File: config.mk
export PLATFORM = sky130hd
export DESIGN_NAME = mux4_rr_arbiter
export DESIGN_NICKNAME = d
export VERILOG_FILES = /design/src/rtl/mux4_rr_arbiter.sv
export SDC_FILE = /design/constraint.sdc
export NUM_CORES = 1
export LEC_CHECK = 0
export BUFFER_PORTS_ARGS = -buffer_cell sky130_fd_sc_hd__buf_2
export CORE_MARGIN = 1.5
export CORE_UTILIZATION = 40
export CTS_CLUSTER_DIAMETER = 60
export CTS_CLUSTER_SIZE = 25
export DETAILED_ROUTE_END_ITERATION = 10
export HOLD_SLACK_MARGIN = 0.15
export PLACE_DENSITY = 0.64
export SYNTH_ARGS = -nofsm -noshare
export SYNTH_HDL_FRONTEND = slang
export SYNTH_SLANG_ARGS = --single-unit
File: constraint.sdc
create_clock -name clk -period 3.1 [get_ports clk]
set_input_delay 0.465 -clock clk [delete_from_list [all_inputs] [get_ports clk]]
set_output_delay 0.465 -clock clk [all_outputs]
set_load 0.02 [all_outputs]
File: src/rtl/mux4_rr_arbiter.sv
// Round-robin owner of the shared 4:1 single-bit mux: grants one requester, drives sel, registers x[sel].
// Optional hold timeout enabled by defining MUX4_ARB_TIMEOUT_EN (limit set by HOLD_MAX).
module mux4_rr_arbiter #(
  parameter int HOLD_MAX = 8
) (
  input  logic       clk,
  input  logic       rst,
  input  logic [3:0] req,
  input  logic [3:0] x,
  output logic [3:0] grant,
  output logic [1:0] sel,
  output logic       busy,
  output logic       y,
  output logic       y_valid
);

  if (HOLD_MAX < 2 || HOLD_MAX > 255) begin : g_bad_hold_max
    $error("HOLD_MAX must be in 2..255");
  end

  typedef enum logic {IDLE, GRANT} state_t;

  state_t     state_p0, state_nxt;
  logic [1:0] ptr_p0, ptr_nxt;
  logic [1:0] sel_p0, sel_nxt;
  logic [3:0] others;
  logic       y_p1, vld_p1;

  // First set bit of mask searching start, start+1, ... modulo 4.
  function automatic logic [1:0] first_from(input logic [3:0] mask, input logic [1:0] start);
    logic [1:0] idx;
    logic [1:0] cand;
    logic       found;
    idx   = start;
    found = 1'b0;
    for (int i = 0; i < 4; i++) begin
      cand = start + 2'(i);
      if (!found && mask[cand]) begin
        idx   = cand;
        found = 1'b1;
      end
    end
    return idx;
  endfunction

`ifdef MUX4_ARB_TIMEOUT_EN
  localparam logic [7:0] HOLD_LAST = 8'(HOLD_MAX - 1);

  logic [7:0] hold_p0, hold_nxt;

  function automatic logic [7:0] sat_inc(input logic [7:0] h);
    return (h >= HOLD_LAST) ? HOLD_LAST : h + 8'd1;
  endfunction
`endif

  assign others = req & ~(4'b0001 << sel_p0);

  always_comb begin
    state_nxt = state_p0;
    ptr_nxt   = ptr_p0;
    sel_nxt   = sel_p0;
`ifdef MUX4_ARB_TIMEOUT_EN
    hold_nxt  = hold_p0;
`endif
    unique case (state_p0)
      IDLE: begin
        if (|req) begin
          state_nxt = GRANT;
          sel_nxt   = first_from(req, ptr_p0);
          ptr_nxt   = sel_nxt + 2'd1;
`ifdef MUX4_ARB_TIMEOUT_EN
          hold_nxt  = 8'd0;
`endif
        end
      end
      GRANT: begin
        if (!req[sel_p0]) begin
          if (|others) begin
            sel_nxt = first_from(others, sel_p0 + 2'd1);
            ptr_nxt = sel_nxt + 2'd1;
          end else begin
            state_nxt = IDLE;
            sel_nxt   = 2'd0;
          end
`ifdef MUX4_ARB_TIMEOUT_EN
          hold_nxt = 8'd0;
        end else if (hold_p0 == HOLD_LAST && |others) begin
          // Owner has used its full slot and someone is waiting: rotate.
          sel_nxt  = first_from(others, sel_p0 + 2'd1);
          ptr_nxt  = sel_nxt + 2'd1;
          hold_nxt = 8'd0;
        end else begin
          hold_nxt = sat_inc(hold_p0);
`endif
        end
      end
      default: begin
        state_nxt = IDLE;
        sel_nxt   = 2'd0;
      end
    endcase
  end

  // Stage p0: arbitration state
  always_ff @(posedge clk) begin
    if (rst) begin
      state_p0 <= IDLE;
      ptr_p0   <= 2'd0;
      sel_p0   <= 2'd0;
`ifdef MUX4_ARB_TIMEOUT_EN
      hold_p0  <= 8'd0;
`endif
    end else begin
      state_p0 <= state_nxt;
      ptr_p0   <= ptr_nxt;
      sel_p0   <= sel_nxt;
`ifdef MUX4_ARB_TIMEOUT_EN
      hold_p0  <= hold_nxt;
`endif
    end
  end

  assign busy  = (state_p0 == GRANT);
  assign grant = busy ? (4'b0001 << sel_p0) : 4'b0000;
  assign sel   = sel_p0;

  // Stage p1: registered mux output
  always_ff @(posedge clk) begin
    if (rst) begin
      vld_p1 <= 1'b0;
      y_p1   <= 1'b0;
    end else begin
      vld_p1 <= busy;
      y_p1   <= busy ? x[sel_p0] : 1'b0;
    end
  end

  assign y       = y_p1;
  assign y_valid = vld_p1;

endmodule

==> results of run 1 <==
[synthesized netlist by cell type, types with 2 or more instances]
cell type  instances
and2_1             5
nor2_1             9
nand2b_1           6
mux4_2             3
mux2i_1            2
dfxtp_1            7
nor2b_1            4
clkbuf_1           2
inv_1              6
nor3_1             5
ha_1               4
buf_2              3
a211oi_1           3
or3_1              2
a21oi_1            8
and3_1             2
nand2_1            6
[worst max path at each step]
stage                                   start  slack [ns]                      to
after CTS                 sel[1]$_SDFFE_PP0P_        0.19  ptr_p0[1]$_SDFFE_PP0P_
final                     sel[1]$_SDFFE_PP0P_        0.24  ptr_p0[1]$_SDFFE_PP0P_
after global placement    sel[1]$_SDFFE_PP0P_        0.30  ptr_p0[1]$_SDFFE_PP0P_
after floorplan           sel[0]$_SDFFE_PP0P_        0.29  ptr_p0[1]$_SDFFE_PP0P_
after global routing      sel[1]$_SDFFE_PP0P_        0.04  ptr_p0[1]$_SDFFE_PP0P_
after detailed placement  sel[1]$_SDFFE_PP0P_        0.21  ptr_p0[1]$_SDFFE_PP0P_
[kinds of logic after synthesis]
logic type / share of synthesized area (%)
buffers and inverters: 8.54
multiplexers: 14.1
XOR/XNOR: 1.09
AND/OR/NAND/NOR: 32.3
flip-flops: 17.4
adder cells (fa/ha/maj): 6.21
AO/OA/AOI/OAI: 20.3
[metal layers]
layer  vias to the layer above  GRT usage [%]  part of all wire, %
met1                       391           24.0                   45
li1                        403              -                    -
met3                         2           6.42                  4.5
met4                         0           1.08                 0.50
met5                         -              0                    0
met2                        29           31.5                   50
[cells in the final DEF (no fill, tap or decap), drive strengths merged, types with 2 or more instances in the layout]
master  Yosys  final
and3b       2      2
inv         6      6
mux4        4      4
buf         4     19
a211oi      3      3
nor2b       4      4
clkbuf      2      4
or3         2      2
nand2       6      6
nor3        5      5
dfxtp       7      7
mux2i       2      2
nand2b      6      6
and3        2      2
and2        5      5
nor2        9      9
a21oi       8      8
ha          4      4
[worst max-delay path, cell delays in order (launching register included)]
cell and delay [ns]:
dfxtp_1 0.43, inv_1 0.12, ha_2 0.48, mux4_1 0.64
or4_1 0.48, a31oi_1 0.30, xor2_1 0.11, a211oi_1 0.22
[stage by stage]
step / total power (uW) / utilization [%] / cell area [sq um] / instances
floorplan: 427 / - / 806 / 101
global placement: 491 / 46.4 / 891 / 140
detailed placement: 494 / 46.4 / 891 / 140
CTS: 581 / 47.7 / 917 / 144
global route: 633 / 47.9 / 920 / 144
finish: 584 / 47.9 / 920 / 144
[report_power, final]
part	switching [uW]	internal [uW]	leakage, uW
registers	23.3	110	0.0000582
logic	201	166	0.000320
clock network	34.3	49.2	0.0000150
[registers in the layout, indices dropped and copies added (netlist names)]
| signal | flops |
|---|---|
| y_valid | 1 |
| ptr_p0 | 2 |
| busy | 1 |
| y | 1 |
| sel | 2 |
[area by class of cell]
type                       instances  area [sq um]  share of cell area, %
clock buffer                       4          26.3                   2.86
inverter                           6          22.5                   2.45
multi-input combinational         81           599                   65.2
sequential                         7           140                   15.2
tap                               27          33.8                   3.67
timing repair buffer              19          97.6                   10.6
==> impl_metrics.tcl, run 1 <==
set metrics [dict create \
    hold_path.class "input pin to register" \
    avgRoutedWirePerCell_microns 13.8 \
    fmax_mhz 349 \
    rsz0062_at_grt "false" \
    hpwl_microns 1440 \
    synth-main-ff-cell "dfxtp_1" \
    p_per_area_nw_per_um2 635 \
    rows 16 \
    avgSynthCellArea_sq_um 7.98 \
    clkSinkCount 7 \
    hold-path-cell-count 2 \
    skew_ns 0.00118 \
    worstPathRequired_ns 3.27 \
    async_reset_ff_share_pct 0 \
    drive_gt1_share_pct 23.1 \
    root_buffer "clkbuf_4" \
    fin_nets 132 \
    die_x_microns 47.9 \
    fillers 223 \
    cts_tree "done" \
    start_util_pct 41.9 \
    overflow 0 \
    yosysTopAreaCell "dfxtp_1" \
    min_from "rst" \
    relSlewSlack_pct 71.3 \
    drc 0 \
    r2r-end "ptr_p0[1]$_SDFFE_PP0P_" \
    antenna_found_initial 0 \
    gp_congestion 0.866 \
    netlist-cell-type-count 41 \
    io_pins 19 \
    grt_pass1_wl_microns 3030 \
    synth_top_cells_by_area "dfxtp_1 17%, mux4_2 8.4%, ha_1 6.2%" \
    yosysTopAreaCellShare_pct 17.4 \
    cts_inserted_buffers 3 \
    whs_ns 0.452 \
    first_global_vias 690 \
    tightest_slew_ns 0.430 \
    grt_max_degree 19 \
    area_growth_pct 14.1 \
    rr_worst_depth 7 \
    leakage_uw 0.000393 \
    fp.coreArea_sq_um 1920 \
    h-tree-depth 1 \
    ant_nets 0 \
    die_area_sq_um 2290 \
    clock_latency_ns 0.25 \
    fin_tns_setup_ns 0 \
    wirelength_microns 1990 \
    port_buffers 18 \
    synth_area_sq_um 806 \
    syn_nets 115 \
    ys_seq_elements 7 \
    cp_data_arrival_time_ns 3.03 \
    yosysSeqAreaShare_pct 17.4 \
    cp_max_fo 11 \
    dp_slack_ns 0.205 \
    drt-vias-per-instance 5.73 \
    cts_resized 0 \
    clk_pin_slew_ns 0.05 \
    drtPass1Iterations 4 \
    cts_hold_buffers 0 \
    vias 825 \
    finalHoldViolCount 0 \
    path_class "register to register" \
    diodes 0 \
    timing.max_cap.violations 0 \
    end_kind "register" \
    finalCritPeriodShare_pct 92.3 \
    die_h_microns 47.9 \
    post-cts-setup-buffer-count 0 \
    ir_worst_vdd_uv 457 \
    min_to "sel[0]$_SDFFE_PP0P_" \
    status "finished clean" \
    setup_slack_ns 0.238 \
    syn_inst 101 \
    track_usage_pct 18.6 \
    setup_viol 0 \
    period_minus_slack_ns 2.86 \
    startpoint_type "register" \
    timing.reg2reg.setup_slack_ns 0.24 \
    synth_edf_count 0 \
    slew_violations 0 \
    drt_iter0_markers 16 \
    reg2reg_from "sel[1]$_SDFFE_PP0P_" \
    synth_warnings 0 \
    cts_buffer_depth 2 \
]
(Power assumes the default switching activity.)
==> run 2, diff against run 1 <==
--- a/config.mk
+++ b/config.mk
@@ -6,13 +6,15 @@
 export NUM_CORES = 1
 export LEC_CHECK = 0
 export BUFFER_PORTS_ARGS = -buffer_cell sky130_fd_sc_hd__buf_2
+export CELL_PAD_IN_SITES_DETAIL_PLACEMENT = 1
+export CELL_PAD_IN_SITES_GLOBAL_PLACEMENT = 1
 export CORE_MARGIN = 1.5
-export CORE_UTILIZATION = 40
+export CORE_UTILIZATION = 34
 export CTS_CLUSTER_DIAMETER = 60
 export CTS_CLUSTER_SIZE = 25
 export DETAILED_ROUTE_END_ITERATION = 10
 export HOLD_SLACK_MARGIN = 0.15
-export PLACE_DENSITY = 0.64
+export PLACE_DENSITY = 0.76
 export SYNTH_ARGS = -nofsm -noshare
 export SYNTH_HDL_FRONTEND = slang
 export SYNTH_SLANG_ARGS = --single-unit
==> constraint.sdc (replaced) <==
create_clock -name clk -period 2.3 [get_ports clk]
set_input_delay 0.345 -clock clk [delete_from_list [all_inputs] [get_ports clk]]
set_output_delay 0.345 -clock clk [all_outputs]
set_load 0.02 [all_outputs]
==> impl_metrics.tcl, run 2 (same netlist as run 1, synthesis figures left out) <==
set metrics [dict create \
    setup_viol 3 \
    whs_ns 0.343 \
    tightest_slew_ns 0.379 \
    cp_max_fo 5 \
    avgRoutedWirePerCell_microns 17.5 \
    rsz0062_at_grt "true" \
    finalCritPeriodShare_pct 102 \
    drive_gt1_share_pct 42.5 \
    grt_max_degree 14 \
    vias 932 \
    slew_violations 0 \
    fin_area_sq_um 1120 \
    track_usage_pct 23.0 \
    end_kind "register" \
    area_growth_pct 39.1 \
    wirelength_microns 2840 \
    final_util_pct 50.2 \
    drc 0 \
    gp_congestion 0.915 \
    leakage_uw 0.000492 \
    skew_ns 0.00395 \
    clock_latency_ns 0.27 \
    violations "negative setup slack" \
    root_buffer "clkbuf_4" \
    clkSinkCount 7 \
    die_area_sq_um 2670 \
    port_buffers 18 \
    rows 17 \
    timing.max_cap.violations 0 \
    fmax_mhz 427 \
    ant_nets 0 \
    final_cells 162 \
    ir_worst_vdd_uv 566 \
    antenna_found_initial 0 \
    grt_pass1_wl_microns 4570 \
    overflow 0 \
    timing.reg2reg.setup_slack_ns -0.04 \
    p_per_area_nw_per_um2 920 \
    cts_hold_buffers 0 \
    clk_pin_slew_ns 0.07 \
    start_util_pct 36.1 \
    fin_nets 149 \
    relSlewSlack_pct 74.5 \
    dp.cells 155 \
    startpoint_type "register" \
    drt_iter0_markers 18 \
    cts_tree "done" \
    finalHoldViolCount 0 \
    first_global_vias 931 \
    die_h_microns 51.7 \
    diodes 0 \
    h-tree-depth 1 \
    io_pins 19 \
    drt-vias-per-instance 5.75 \
    cp_data_arrival_time_ns 2.53 \
    hpwl_microns 1960 \
    layout_commonest_cell "buf_2" \
    cts_inserted_buffers 3 \
    worstPathRequired_ns 2.49 \
    hold_path.class "input pin to register" \
    drtPass1Iterations 4 \
    status "finished, violations left" \
    dpl_cell_area_sq_um 1020 \
    die_x_microns 51.7 \
    setup_slack_ns -0.0399 \
    dp_slack_ns -0.0640 \
    period_minus_slack_ns 2.34 \
    final_cell_mix "18 x buf_2, 16 x buf_4, 9 x nor2_1, 8 x a21oi_1" \
    path_class "register to register" \
    cts_buffer_depth 2 \
    fp.coreArea_sq_um 2230 \
]
## run 2: worst paths after layout
| check | from | end | cells past startpoint |
|---|---|---|---|
| max | sel[0]$_SDFFE_PP0P_ | ptr_p0[1]$_SDFFE_PP0P_ | 7 |
| min | rst | ptr_p0[1]$_SDFFE_PP0P_ | 2 |
| max reg2reg | sel[0]$_SDFFE_PP0P_ | ptr_p0[1]$_SDFFE_PP0P_ | 7 |
| min reg2reg | ptr_p0[1]$_SDFFE_PP0P_ | ptr_p0[1]$_SDFFE_PP0P_ | 2 |
## run 2: final cells by class
cell class                 count  area, sq um
timing repair buffer          36          233
clock inverter                 1         5.00
tap                           28         35.0
multi-input combinational     81          651
clock buffer                   3         22.5
fill                         278         1110
inverter                       6         27.5
sequential                     7          148
## run 2: through the flow
stage	setup TNS (ns)	power [uW]
2_1_floorplan	-0.134	623
3_3_place_gp	0	784
3_5_place_dp	-0.0707	801
4_1_cts	-0.0277	980
5_1_grt	-0.387	1100
6_report	-0.0628	1030
## run 2: routing by layer
layer / track usage (%) / vias up / routed length (microns)
met1: 29.8 / 446 / 1200
met4: 6.58 / 0 / 68
met5: 0 / - / 0
li1: - / 434 / -
met2: 39.7 / 44 / 1430
met3: 2.87 / 8 / 143
## run 2: timing repair
item / in CTS / in global routing
buffers inserted: 2 / 1
pin swaps: 6 / 7
endpoints found under the setup margin: 3 / 4
gates resized for setup: 7 / 3
endpoints found under the hold margin: 0 / 0
## run 2: critical path, stage by stage, from the launching register on
cell and delay [ns]:
dfxtp_4 0.38, inv_6 0.04, ha_4 0.29, mux4_2 0.56, or4_4 0.51, a31oi_4 0.18
xor2_1 0.09, a211oi_1 0.21
## run 2: report_power, final
group	internal [uW]	leakage, uW	total, uW	switching, uW
Combinational	351	0.000415	725	374
Clock	64.3	0.0000177	126	61.8
Sequential	153	0.0000594	180	27.0
==> run 3, diff against run 2 <==
--- a/config.mk
+++ b/config.mk
@@ -14,7 +14,7 @@
 export CTS_CLUSTER_SIZE = 25
 export DETAILED_ROUTE_END_ITERATION = 10
 export HOLD_SLACK_MARGIN = 0.15
-export PLACE_DENSITY = 0.76
+export PLACE_DENSITY_LB_ADDON = 0.2
 export SYNTH_ARGS = -nofsm -noshare
 export SYNTH_HDL_FRONTEND = slang
 export SYNTH_SLANG_ARGS = --single-unit
==> impl_metrics.tcl, run 3 (same netlist as run 1, synthesis figures left out) <==
set metrics [dict create \
    leakage_uw 0.000494 \
    dpl_cell_area_sq_um 1030 \
    port_buffers 18 \
    met2_length_microns 1410 \
    period_minus_slack_ns 2.37 \
    skew_ns 0.00429 \
    slowest_stage "mux4_2" \
    end_kind "register" \
    crit_path_max_incr_delay_ns 0.54 \
    setup_slack_ns -0.0685 \
    startpoint_type "register" \
    crit_family "multiplexers" \
    grt_max_degree 15 \
    final_util_pct 51.7 \
    h-tree-depth 1 \
    area_growth_pct 43.2 \
    grt_pass1_wl_microns 4290 \
    rsz0062_at_grt "true" \
    routed.top_layer "met4" \
    p_per_area_nw_per_um2 905 \
    die_area_sq_um 2670 \
    violations "negative setup slack" \
    cp_num_buf_inv 1 \
    hold_path.class "input pin to register" \
    clkSinkCount 7 \
    cts_hold_buffers 0 \
    drtPass1Iterations 4 \
    root_buffer "clkbuf_4" \
    drt-vias-per-instance 5.62 \
    finalHoldViolCount 0 \
    status "finished, violations left" \
    path_cells "inv_6, ha_4, mux4_2, or4_4, a31oi_4, xor2_2, a211oi_2" \
    cts_buffer_depth 2 \
    fin_nets 149 \
    drt-met1-wl_microns 1150 \
    wirelength_microns 2720 \
    antenna_found_initial 0 \
    vias 910 \
    fin_area_sq_um 1150 \
    tightest_slew_ns 0.431 \
    start_util_pct 36.1 \
    fp.coreArea_sq_um 2230 \
    setup_viol 4 \
    rows 17 \
    clk_pin_slew_ns 0.06 \
    layout_commonest_cell "buf_2" \
    drive_gt1_share_pct 45.5 \
    die_x_microns 51.7 \
    timing.max_cap.violations 0 \
    fmax_mhz 422 \
    ant_nets 0 \
    cp_data_arrival_time_ns 2.49 \
    drc 0 \
    cts_tree "done" \
    whs_ns 0.333 \
    finalCritPeriodShare_pct 103 \
    final_cell_mix "18 x buf_2, 16 x buf_4, 9 x nor2_1, 8 x a21oi_1, 6 x nand2_1" \
    diodes 0 \
    first_global_vias 947 \
    overflow 0 \
    gp_congestion 0.833 \
    hpwl_microns 1970 \
    cp_max_fo 5 \
    routed-wl-met3_microns 110 \
    avgRoutedWirePerCell_microns 16.8 \
    relSlewSlack_pct 71.2 \
    die_h_microns 51.7 \
    ir_worst_vdd_uv 560 \
    drt_iter0_markers 24 \
    path_class "register to register" \
    worstPathRequired_ns 2.43 \
    track_usage_pct 22.1 \
    cts_inserted_buffers 3 \
    slew_violations 0 \
    io_pins 19 \
    clock_latency_ns 0.26 \
]
==> run 3: final timing paths <==
path	slack, ns	end	cells after the start	start
hold reg to reg	0.56	ptr_p0[0]$_SDFFE_PP0P_	2	ptr_p0[0]$_SDFFE_PP0P_
setup reg to reg	-0.07	ptr_p0[1]$_SDFFE_PP0P_	7	sel[0]$_SDFFE_PP0P_
setup / recovery	-0.07	ptr_p0[1]$_SDFFE_PP0P_	7	sel[0]$_SDFFE_PP0P_
hold / removal	0.33	sel[1]$_SDFFE_PP0P_	2	rst
==> run 3: report_power, final <==
part / leakage, uW / switching, uW / internal, uW
clock: 0.0000150 / 50.1 / 66.5
combinational: 0.000419 / 376 / 364
sequential: 0.0000594 / 33.6 / 154
total: 0.000494 / 460 / 584
==> run 3: timing repair <==
item                                    4_1_cts  5_1_grt
gates cloned                                  0        0
pin swaps                                     9        2
resized for setup                            12        4
buffers inserted                              2        0
endpoints found under the setup margin        3        4
==> run 3: layer usage <==
layer | up-vias | global-route usage, %
met5 | - | 0
met4 | 0 | 9.65
met3 | 6 | 5.75
met2 | 25 | 37.8
met1 | 446 | 25.9
li1 | 433 | -
==> run 3: stage by stage <==
| step | setup slack (ns) | cells | TNS [ns] | total power, uW |
|---|---|---|---|---|
| finish | -0.0685 | 162 | -0.146 | 1040 |
| floorplan | -0.101 | 101 | -0.134 | 623 |
| CTS | -0.0676 | 162 | -0.0714 | 1010 |
| detailed placement | -0.0546 | 156 | -0.0713 | 806 |
| global placement | 0.00469 | 156 | 0 | 788 |
| global route | -0.151 | 162 | -0.463 | 1120 |
==> run 3: cell type report <==
type                    count  area (sq um)
multi-input cells          81           684
inverters                   6          27.5
well taps                  28          35.0
clock buffers               4          26.3
repair buffers             36           233
fillers                   273          1080
flip-flops and latches      7           148
